<file path="config.mk">
export PLATFORM = sky130hd
export DESIGN_NAME = reg_write_scheduler
export DESIGN_NICKNAME = d
export VERILOG_FILES = /design/src/rtl/reg_pkg.sv /design/src/rtl/reg_write_scheduler_queue.sv /design/src/rtl/reg_write_scheduler.sv
export SDC_FILE = /design/constraint.sdc
export NUM_CORES = 1
export LEC_CHECK = 0
export ABC_AREA = 0
export BUFFER_PORTS_ARGS = -buffer_cell sky130_fd_sc_hd__buf_2
export CORE_MARGIN = 1
export CORE_UTILIZATION = 58
export CTS_BUF_LIST = sky130_fd_sc_hd__clkbuf_16
export DETAILED_ROUTE_END_ITERATION = 10
export GPL_TIMING_DRIVEN = 0
export MAX_ROUTING_LAYER = met4
export PLACE_DENSITY = 0.91
export SYNTH_ARGS = -nofsm -noshare
export SYNTH_HDL_FRONTEND = slang
export SYNTH_SLANG_ARGS = --single-unit
</file>
<file path="constraint.sdc">
create_clock -name clk_i -period 3.7 [get_ports clk_i]
set_clock_uncertainty 0.05 [all_clocks]
set_input_delay 0.555 -clock clk_i [delete_from_list [all_inputs] [get_ports clk_i]]
set_output_delay 0.555 -clock clk_i [all_outputs]
set_load 0.02 [all_outputs]
</file>
<file path="src/rtl/reg_pkg.sv">
// -----------------------------------------------------------------------------
// reg_pkg
// Register-file constants and the write-back request type. The register
// file and the write-back scheduler both import this package, so the
// register numbering and the request layout are defined in one place.
// -----------------------------------------------------------------------------
package reg_pkg;

  localparam int NUM_REGS   = 16;
  localparam int REG_ADDR_W = 4;
  localparam int REG_WORD   = 32;

  localparam logic [REG_ADDR_W-1:0] SP_REG_NUM = 4'd13;
  localparam logic [REG_ADDR_W-1:0] PC_REG_NUM = 4'd15;

  // One pending register-file write.
  typedef struct packed {
    logic [REG_ADDR_W-1:0] addr;
    logic [REG_WORD-1:0]   data;
  } wb_req_t;

endpackage

</file>
<file path="src/rtl/reg_write_scheduler_queue.sv">
// -----------------------------------------------------------------------------
// wb_queue
// In-order FIFO of write-back requests with two ordered push ports and one
// pop port. When both pushes fire in the same cycle, push_a takes the older
// slot. The caller must guarantee room for every push (count <= DEPTH-2
// whenever pushes are offered).
//
// Ports:
//   clk, rst_n          clock, asynchronous active-low reset
//   push_a, req_a       first (older) push
//   push_b, req_b       second (younger) push
//   pop                 remove the head entry (only when count != 0)
//   head                oldest entry
//   count               occupied entries, 0..DEPTH
//   entry_valid/addr    per-slot occupancy and destination register
// -----------------------------------------------------------------------------
module wb_queue
  import reg_pkg::*;
#(
  parameter int DEPTH = 4,
  localparam int PW   = $clog2(DEPTH)
) (
  input  logic                             clk,
  input  logic                             rst_n,
  input  logic                             push_a,
  input  wb_req_t                          req_a,
  input  logic                             push_b,
  input  wb_req_t                          req_b,
  input  logic                             pop,
  output wb_req_t                          head,
  output logic [PW:0]                      count,
  output logic [DEPTH-1:0]                 entry_valid,
  output logic [DEPTH-1:0][REG_ADDR_W-1:0] entry_addr
);

  logic [PW-1:0] wr_ptr;
  logic [PW-1:0] rd_ptr;
  logic [PW-1:0] wr_ptr_b;
  logic [1:0]    num_push;
  wb_req_t       slots [DEPTH];

  assign num_push = {1'b0, push_a} + {1'b0, push_b};
  // push_b lands behind push_a when both fire together.
  assign wr_ptr_b = push_a ? wr_ptr + PW'(1) : wr_ptr;

  // NOTE: sequential state uses non-blocking assignments so every register
  // samples the pre-edge values, independent of statement order.
  always_ff @(posedge clk or negedge rst_n) begin
    if (!rst_n) begin
      wr_ptr <= '0;
      rd_ptr <= '0;
      count  <= '0;
    end else begin
      wr_ptr <= wr_ptr + PW'(num_push);
      rd_ptr <= rd_ptr + PW'(pop);
      count  <= count + (PW+1)'(num_push) - (PW+1)'(pop);
    end
  end

  // NOTE: the payload storage has no reset; a slot's contents only matter
  // while count/pointers mark it occupied, and those are reset.
  always_ff @(posedge clk) begin
    if (push_a) slots[wr_ptr]   <= req_a;
    if (push_b) slots[wr_ptr_b] <= req_b;
  end

  assign head = slots[rd_ptr];

  // A slot is occupied when its distance from the read pointer is below count.
  always_comb begin
    for (int i = 0; i < DEPTH; i++) begin
      logic [PW-1:0] offset;
      offset         = PW'(i) - rd_ptr;
      entry_valid[i] = {1'b0, offset} < count;
      entry_addr[i]  = slots[i].addr;
    end
  end

endmodule

</file>
<file path="src/rtl/reg_write_scheduler.sv">
// -----------------------------------------------------------------------------
// reg_write_scheduler
// Shares the register file's single write port between the load and ALU
// write-back paths. Accepted requests go through one in-order queue and
// drain one per cycle into a registered output stage. Writes aimed at the
// PC are accepted but dropped, and flagged with a one-cycle error pulse.
// The request width follows reg_pkg (WORD/ADDR_WIDTH must match it).
//
// Ports:
//   clk_i, rst_n_i                         clock, async active-low reset
//   mem_valid_i/addr_i/data_i, mem_ready_o load write-back request
//   alu_valid_i/addr_i/data_i, alu_ready_o ALU write-back request
//   write_en_o/write_addr_o/reg_data_o     registered register-file write
//   busy_mask_o                            registers with a write in flight
//   pc_write_err_o                         accepted request targeted the PC
// -----------------------------------------------------------------------------
module reg_write_scheduler
  import reg_pkg::*;
#(
  parameter int WORD       = 32,
  parameter int ADDR_WIDTH = 4,
  parameter int DEPTH      = 4
) (
  input  logic                     clk_i,
  input  logic                     rst_n_i,
  input  logic                     mem_valid_i,
  input  logic [ADDR_WIDTH-1:0]    mem_addr_i,
  input  logic [WORD-1:0]          mem_data_i,
  output logic                     mem_ready_o,
  input  logic                     alu_valid_i,
  input  logic [ADDR_WIDTH-1:0]    alu_addr_i,
  input  logic [WORD-1:0]          alu_data_i,
  output logic                     alu_ready_o,
  output logic                     write_en_o,
  output logic [ADDR_WIDTH-1:0]    write_addr_o,
  output logic [WORD-1:0]          reg_data_o,
  output logic [2**ADDR_WIDTH-1:0] busy_mask_o,
  output logic                     pc_write_err_o
);

  localparam int PW = $clog2(DEPTH);

  logic                             ready;
  logic                             mem_fire;
  logic                             alu_fire;
  logic                             mem_is_pc;
  logic                             alu_is_pc;
  logic                             push_a;
  logic                             push_b;
  logic                             pop;
  wb_req_t                          req_a;
  wb_req_t                          req_b;
  wb_req_t                          head;
  logic [PW:0]                      count;
  logic [DEPTH-1:0]                 entry_valid;
  logic [DEPTH-1:0][REG_ADDR_W-1:0] entry_addr;

  // Ready depends only on occupancy, leaving room for two pushes.
  assign ready       = count <= (PW+1)'(DEPTH - 2);
  assign mem_ready_o = ready;
  assign alu_ready_o = ready;

  assign mem_fire  = mem_valid_i && ready;
  assign alu_fire  = alu_valid_i && ready;
  assign mem_is_pc = mem_addr_i == PC_REG_NUM;
  assign alu_is_pc = alu_addr_i == PC_REG_NUM;

  // PC writes complete the handshake but never enter the queue.
  assign push_a = mem_fire && !mem_is_pc;
  assign push_b = alu_fire && !alu_is_pc;
  assign pop    = count != '0;

  assign req_a = '{addr: mem_addr_i, data: mem_data_i};
  assign req_b = '{addr: alu_addr_i, data: alu_data_i};

  // The load path feeds the older slot: it belongs to the older instruction.
  wb_queue #(
    .DEPTH (DEPTH)
  ) u_queue (
    .clk         (clk_i),
    .rst_n       (rst_n_i),
    .push_a      (push_a),
    .req_a       (req_a),
    .push_b      (push_b),
    .req_b       (req_b),
    .pop         (pop),
    .head        (head),
    .count       (count),
    .entry_valid (entry_valid),
    .entry_addr  (entry_addr)
  );

  // Output stage: address/data hold their last value when nothing drains.
  always_ff @(posedge clk_i or negedge rst_n_i) begin
    if (!rst_n_i) begin
      write_en_o     <= 1'b0;
      write_addr_o   <= '0;
      reg_data_o     <= '0;
      pc_write_err_o <= 1'b0;
    end else begin
      write_en_o     <= pop;
      pc_write_err_o <= (mem_fire && mem_is_pc) || (alu_fire && alu_is_pc);
      if (pop) begin
        write_addr_o <= head.addr;
        reg_data_o   <= head.data;
      end
    end
  end

  // NOTE: the mask gets a full default before the loop so no bit is left
  // unassigned on any path, which would otherwise infer a latch.
  always_comb begin
    busy_mask_o = '0;
    for (int i = 0; i < DEPTH; i++) begin
      if (entry_valid[i]) busy_mask_o[entry_addr[i]] = 1'b1;
    end
    if (write_en_o) busy_mask_o[write_addr_o] = 1'b1;
  end

endmodule

</file>
==> results of run 1 <==
==> per-stage QoR <==
| stage | power [uW] | area, sq um | setup slack (ps) |
|---|---|---|---|
| detailed placement | 7480 | 11100 | -674 |
| floorplan | 6180 | 10100 | 381 |
| global route | 10000 | 11900 | -1.15 |
| CTS | 9460 | 11800 | 9.20 |
| global placement | 7260 | 11000 | -621 |
| finish | 9650 | 11900 | 61.3 |
==> registers in the layout (all words and copies together) (netlist names) <==
| signal | cells |
|---|---|
| pc_write_err_o | 1 |
| u_queue.rd_ptr | 2 |
| reg_data_o | 32 |
| u_queue.wr_ptr | 2 |
| u_queue.count | 3 |
| u_queue.slots | 144 |
| write_en_o | 1 |
| write_addr_o | 4 |
==> final cells by class <==
cell class,count,area (sq um),area share
sequential,189,5450,0.459
multi-input combinational,393,4490,0.378
timing repair buffer,135,751,0.0632
clock buffer,17,425,0.0358
tap,220,275,0.0232
buffer,32,236,0.0199
clock inverter,15,161,0.0136
inverter,20,75.1,0.00632
antenna,4,10.0,0.000843
==> repair_timing <==
action,in CTS,in global routing
pin swaps,0,0
resized for setup,26,12
endpoints found under the hold margin,0,0
endpoints found under the setup margin,16,13
buffers inserted,0,0
gates cloned,0,0
==> cells in the mapped netlist (all sizes together) (5+ instances only) <==
cell type / count / share of area
a2111oi: 8 / 0.0069
a22oi: 8 / 0.0059
and2: 5 / 0.0031
buf: 22 / 0.018
clkbuf: 10 / 0.0037
dfrtp: 45 / 0.11
edfxtp: 144 / 0.43
ha: 14 / 0.017
inv: 20 / 0.0074
mux2: 180 / 0.22
mux4: 36 / 0.080
nand2: 21 / 0.0078
nand2b: 8 / 0.0050
nand3: 14 / 0.0082
nand4: 7 / 0.0043
nor2: 12 / 0.0045
nor2b: 13 / 0.0080
nor3: 5 / 0.0030
==> cells in the final DEF, fill, tap and decap left out, drive strengths merged, types with 4 or more instances in the layout <==
cell	n
mux2	180
buf	158
edfxtp	144
dfrtp	45
mux4	36
inv	27
clkbuf	26
nand2	21
ha	14
nand3	14
nor2b	13
nor2	12
nand2b	8
a22oi	8
a2111oi	8
nand4	7
and2	5
nor3	5
diode	4
xnor2	4
a21oi	4
a221oi	4
==> power groups by stage <==
stage / Clock (uW) / Combinational (uW) / Sequential (uW)
CTS: 1840 / 4270 / 3340
detailed placement: 0 / 4110 / 3370
floorplan: 0 / 2640 / 3540
global route: 1920 / 4680 / 3420
global placement: 0 / 3900 / 3350
finish: 1850 / 4430 / 3370
==> worst register-to-register path, stage by stage, from the launching register on <==
cell	delay, ps
sky130_fd_sc_hd__dfrtp_1	460
sky130_fd_sc_hd__buf_4	220
sky130_fd_sc_hd__nor3_2	780
sky130_fd_sc_hd__buf_2	530
sky130_fd_sc_hd__inv_1	180
sky130_fd_sc_hd__ha_1	310
sky130_fd_sc_hd__inv_1	40
sky130_fd_sc_hd__ha_1	200
sky130_fd_sc_hd__fa_1	440
sky130_fd_sc_hd__xnor2_1	150
==> worst paths after layout <==
check                                                  from                             end  cells after the start
worst max register to register   u_queue.count[2]$_DFF_PN0_      u_queue.count[2]$_DFF_PN0_                      9
worst min register to register   reg_data_o[20]$_DFFE_PN0N_      reg_data_o[20]$_DFFE_PN0N_                      1
min in group clk_i                           mem_data_i[14]  u_queue.slots[1][14]$_DFFE_PP_                      2
max in group asynchronous                           rst_n_i     u_queue.rd_ptr[0]$_DFF_PN0_                      1
worst min-delay path                                rst_n_i      reg_data_o[21]$_DFFE_PN0N_                      1
worst max-delay path            u_queue.rd_ptr[0]$_DFF_PN0_                 busy_mask_o[13]                      9
==> metal layers <==
| metal | global-route usage | vias up |
|---|---|---|
| met1 | 0.354 | 3322 |
| met4 | 0.144 | 0 |
| met5 | - | - |
| li1 | - | 2835 |
| met2 | 0.486 | 388 |
| met3 | 0.0642 | 82 |
==> cells by family after synthesis <==
logic type / synth area share
AO/OA/AOI/OAI: 0.0479
XOR/XNOR: 0.00520
adder cells (fa/ha/maj): 0.0193
buffers and inverters: 0.0290
flip-flops: 0.539
multiplexers: 0.302
AND/OR/NAND/NOR: 0.0571
==> metrics.cfg, run 1 <==
[run_status]
outcome = complete, no violations

[detailed_routing]
route.layer.met1.wl_mm = 9.56
num_vias = 6627
routed_wl_mm = 25.3
highest-signal-layer = met4
postRouteAntennaNets = 0
detail_route.iter0.violations = 547
wire_per_inst_um = 24.7
detailedRoute.firstPassIterationCount = 5
via_per_inst = 6.47
route.detailed.drc = 0
wl_met3_mm = 1.84
met2_length_mm = 13.0

[placement]
gp_routability_congestion = 0.919
post-place-cells = 989
io_buffers = 131
hpwlAfterDp_mm = 16.7

[global_routing]
number_of_antenna_violations_at_the_first_check_in_global_routing = 3
gr_overflow_total = 0
grt_max_degree = 46
grt_first_pass_wirelength_mm = 37.9
grt_usage = 0.298
via_count_of_the_first_global_routing_pass = 6727

[worst_hold_path]
hold_path.class = in -> async

[layout]
layoutNonFillerInstCount = 1025
nFillCells = 1060
finish.utilization = 0.706
layout.nets = 879
drive_gt1_frac = 0.537
flow.area_growth_from_synthesis_pct = 17.5

[pwr]
seq_power_share = 0.349
power_frac_comb = 0.459
vdd_drop_max_mv = 0.409
clock_power_share = 0.192
total_power_per_unit_cell_area_nw_per_um2 = 813
cellInternalPower_uw = 5980
p_sw_uw = 3670
power.share.switching = 0.381
power.leakage_uw = 0.00452

[die]
number_of_primary_i_o_pins = 132
initial_core_util = 0.601
core.rowCount = 47
die_width_um = 134
die-height_um = 134
die-area_sq_um = 18000
core_area_sq_um = 16800

[sta]
finalHoldViolations = 0
period_share = 0.983
timing.hold.ws_ps = 288
worstMarginPinSlew_ps = 1200
fmax_mhz = 275
post-route-min-period_ps = 3640
timing_max_transition_violations_final = 0
finalSetupViolCount = 0
setup_tns_ps = 0
timing.slew.headroom = 0.201

[worst_setup_path]
slowest_cell_on_the_critical_path = sky130_fd_sc_hd__or4_1
category_of_cells_accounting_for_the_largest_share_of_critical_path_delay = simple AND/OR/NAND/NOR gates
required_ps = 3090
end_kind = primary output
cp.buffers_inverters = 3
reg2reg_setup_slack_ps = 230
critical_path.cell_chain = buf_8 > xor2_4 > inv_1 > ha_1 > nor2b_4 > a2111oi_4 > a32o_1 > or4_1 > buf_2
worst-endpoint-arrival_ps = 3030
worst-path-max-fanout = 10
crit_path_start_kind = register
crit_type = reg -> out
max_stage_delay_ps = 550

[synthesis]
synthFlopType = sky130_fd_sc_hd__edfxtp_1
synth_enable_flop_cells = 144
synth.ff_latch_count = 189
synthesis.instances = 634
ys_types = 59
netlist_area_sq_um = 10100
synth.net_count = 725
ys_seq_area_frac = 0.539
yosys_warnings = 0
avgSynthCellArea_sq_um = 15.9
async_flop_share = 0.238

[clock_tree]
clk-insertion-delay-late_ps = 440
cts_num_sinks = 189
cts-root-buf = sky130_fd_sc_hd__clkbuf_16
number_of_clock_buffers_inserted_by_tritoncts = 17
cts_tree = yes
cts_hold_buf = 0
cts-htree-levels = 4
cts.path.max_buffers = 2
clk_pin_slew_ps = 70

[flow_run]
maxCapViolations = 0

Note: power is estimated with default switching activity, not from simulation.
==> run 2, diff against run 1 <==
--- a/config.mk
+++ b/config.mk
@@ -9,11 +9,10 @@
 export BUFFER_PORTS_ARGS = -buffer_cell sky130_fd_sc_hd__buf_2
 export CORE_MARGIN = 1
 export CORE_UTILIZATION = 58
-export CTS_BUF_LIST = sky130_fd_sc_hd__clkbuf_16
 export DETAILED_ROUTE_END_ITERATION = 10
 export GPL_TIMING_DRIVEN = 0
 export MAX_ROUTING_LAYER = met4
-export PLACE_DENSITY = 0.91
+export PLACE_DENSITY = 0.79
 export SYNTH_ARGS = -nofsm -noshare
 export SYNTH_HDL_FRONTEND = slang
 export SYNTH_SLANG_ARGS = --single-unit
==> run 2 against run 1 <==
  * Combinational power is 4% lower
  * Utilization shrank 0.19 points
  * Critical path depth shrank 1
  * Via count decreased by 2.9%
  * Flip-flop and latch count unchanged
  * Sequential share of layout area rose by 0.12 points
  * Maximum frequency decreased by 1.3%
  * Critical path type unchanged
==> metrics.cfg, run 2 (synthesis results as in run 1) <==
[run_status]
outcome = complete, no violations

[detailed_routing]
via_per_inst = 6.28  ; -2.9%
routed_wl_mm = 25.0  ; -1.0%
detail_route.iter0.violations = 436  ; -20%
wire_per_inst_um = 24.4  ; -1.0%
detailedRoute.firstPassIterationCount = 5  ; unchanged
num_vias = 6437  ; -2.9%
route.detailed.drc = 0  ; unchanged
postRouteAntennaNets = 0  ; unchanged

[layout]
flow.area_growth_from_synthesis_pct = 17.2
largest_reg_flops = 144  ; unchanged
layout.cells.most_common = sky130_fd_sc_hd__edfxtp_1
finish.utilization = 0.704  ; -0.00193
layoutNonFillerInstCount = 1025  ; unchanged
most-common-layout-cells = 144 x sky130_fd_sc_hd__edfxtp_1, 141 x sky130_fd_sc_hd__buf_2, 119 x sky130_fd_sc_hd__mux2_2
drive_gt1_frac = 0.532  ; -0.00507
nFillCells = 1149  ; +8.4%
registers.top_by_ff_count = u_queue.slots
layout.nets = 881  ; +0.23%
layout_top_registers = u_queue.slots x144, reg_data_o x32, write_addr_o x4

[global_routing]
gr_overflow_total = 0  ; unchanged
via_count_of_the_first_global_routing_pass = 6719  ; -0.12%
grt_usage = 0.299  ; +0.00130
grt_max_degree = 46  ; unchanged
number_of_antenna_violations_at_the_first_check_in_global_routing = 2  ; -1
grt_first_pass_wirelength_mm = 38.3  ; +0.95%

[clock_tree]
cts.path.max_buffers = 2  ; unchanged
cts_hold_buf = 0  ; unchanged
cts-htree-levels = 4  ; unchanged
clk-insertion-delay-late_ps = 440  ; about the same
clk_pin_slew_ps = 70  ; about the same
cts_num_sinks = 189  ; unchanged
number_of_clock_buffers_inserted_by_tritoncts = 17  ; unchanged
post_cts.repair.setup_buffers = 0  ; unchanged
cts-root-buf = sky130_fd_sc_hd__clkbuf_16
cts_tree = yes

[die]
core.rowCount = 47  ; unchanged
die-height_um = 134  ; unchanged
initial_core_util = 0.601  ; unchanged
die-area_sq_um = 18000  ; unchanged
core_area_sq_um = 16800  ; unchanged
number_of_primary_i_o_pins = 132  ; unchanged
die_width_um = 134  ; unchanged

[worst_setup_path]
r2r.worst_path.cells = 7  ; -2
crit_type = reg -> out
r2r_end = u_queue.slots[0][27]$_DFFE_PP_
reg2reg_setup_slack_ps = 370  ; +140 ps
rr_startpoint = u_queue.wr_ptr[0]$_DFF_PN0_
end_kind = primary output
crit_path_start_kind = register
worst-path-max-fanout = 10  ; unchanged
critical_path.startpoint = u_queue.rd_ptr[1]$_DFF_PN0_
worst-endpoint-arrival_ps = 3080  ; +50 ps
required_ps = 3090  ; about the same

[pwr]
total_power_per_unit_cell_area_nw_per_um2 = 810  ; -0.41%
totalPowerFinal_uw = 9590  ; -0.68%
clock_power_share = 0.205  ; +0.013
p_sw_uw = 3590  ; -2.3%
power.leakage_uw = 0.00453  ; +0.32%
power_frac_comb = 0.445  ; -0.014
seq_power_share = 0.350  ; about the same
power.share.switching = 0.374  ; -0.00631
cellInternalPower_uw = 6000  ; +0.33%
vdd_drop_max_mv = 0.469  ; +14%

[sta]
finalSetupViolCount = 0  ; unchanged
post-route-min-period_ps = 3690  ; +49.7 ps
timing.final.ws_setup_ps = 11.6  ; -49.7 ps
fmax_mhz = 271  ; -1.3%
rsz0062_at_grt = true
timing.slew.headroom = 0.189  ; -0.0127
timing.hold.ws_ps = 303  ; +14.3 ps
period_share = 0.997  ; +0.0134
finalHoldViolations = 0  ; unchanged
timing_max_transition_violations_final = 0  ; unchanged
worstMarginPinSlew_ps = 1220  ; +19.0 ps

[flow_run]
maxCapViolations = 0  ; unchanged

[placement]
io_buffers = 131  ; unchanged
post-place-cells = 991  ; +0.20%
gp_routability_congestion = 0.858  ; -6.6%
preCtsSetupSlack_ps = -649  ; +25.1 ps
hpwlAfterDp_mm = 17.2  ; +2.7%

[worst_hold_path]
hold_path.class = in -> async

==> run 2: how the worst max path moves through the flow <==
stage / end / slack (ps) / cells after the start
2_1_floorplan: busy_mask_o[3] / 380 / 8
3_3_place_gp: busy_mask_o[1] / -650 / 8
3_5_place_dp: busy_mask_o[5] / -650 / 8
4_1_cts: busy_mask_o[13] / 10 / 9
5_1_grt: busy_mask_o[5] / -80 / 8
6_report: busy_mask_o[5] / 10 / 8
==> run 2: metal layers <==
metal / part of all wire / wire [um] / global-route usage
met1: 0.40 / 10000 / 0.368
met2: 0.52 / 12900 / 0.505
met3: 0.067 / 1680 / 0.0605
met4: 0.015 / 378 / 0.0824
met5: 0 / 0 / -
==> run 2: power by group through the flow <==
stage	sequential, uW	clock, uW	combinational, uW
global placement	3370	0	3960
CTS	3350	1970	4240
floorplan	3540	0	2640
detailed placement	3380	0	4140
global route	3410	2050	4540
finish	3360	1970	4270
==> run 2: layout make-up <==
type                       instances  area [sq um]  area share
clock buffer                      18           429      0.0362
multi-input combinational        393          4430       0.374
sequential                       189          5450       0.460
timing repair buffer             137           744      0.0629
inverter                          20          75.1     0.00634
antenna                            2          5.00    0.000423
clock inverter                    14           208      0.0175
tap                              220           275      0.0232
buffer                            32           229      0.0193
==> run 2: timing repair <==
action	CTS	global route
hold endpoints to repair	0	0
pin swaps	0	0
endpoints found under the setup margin	16	14
resized for setup	21	3
==> run 2: critical path: stages, from the launching register on <==
cell and delay [ps]:
sky130_fd_sc_hd__dfrtp_1 400, sky130_fd_sc_hd__clkbuf_4 290, sky130_fd_sc_hd__xor2_1 210, sky130_fd_sc_hd__ha_1 260, sky130_fd_sc_hd__nor2b_2 190, sky130_fd_sc_hd__a2111oi_2 650, sky130_fd_sc_hd__a22oi_1 260, sky130_fd_sc_hd__o2111ai_1 180
sky130_fd_sc_hd__buf_2 210
==> run 2: through the flow <==
stage | setup TNS, ps | area, sq um
final | 0 | 11800
after global routing | -278 | 11800
after CTS | 0 | 11800
after detailed placement | -6880 | 11100
after global placement | -51700 | 11000
after floorplan | 0 | 10100
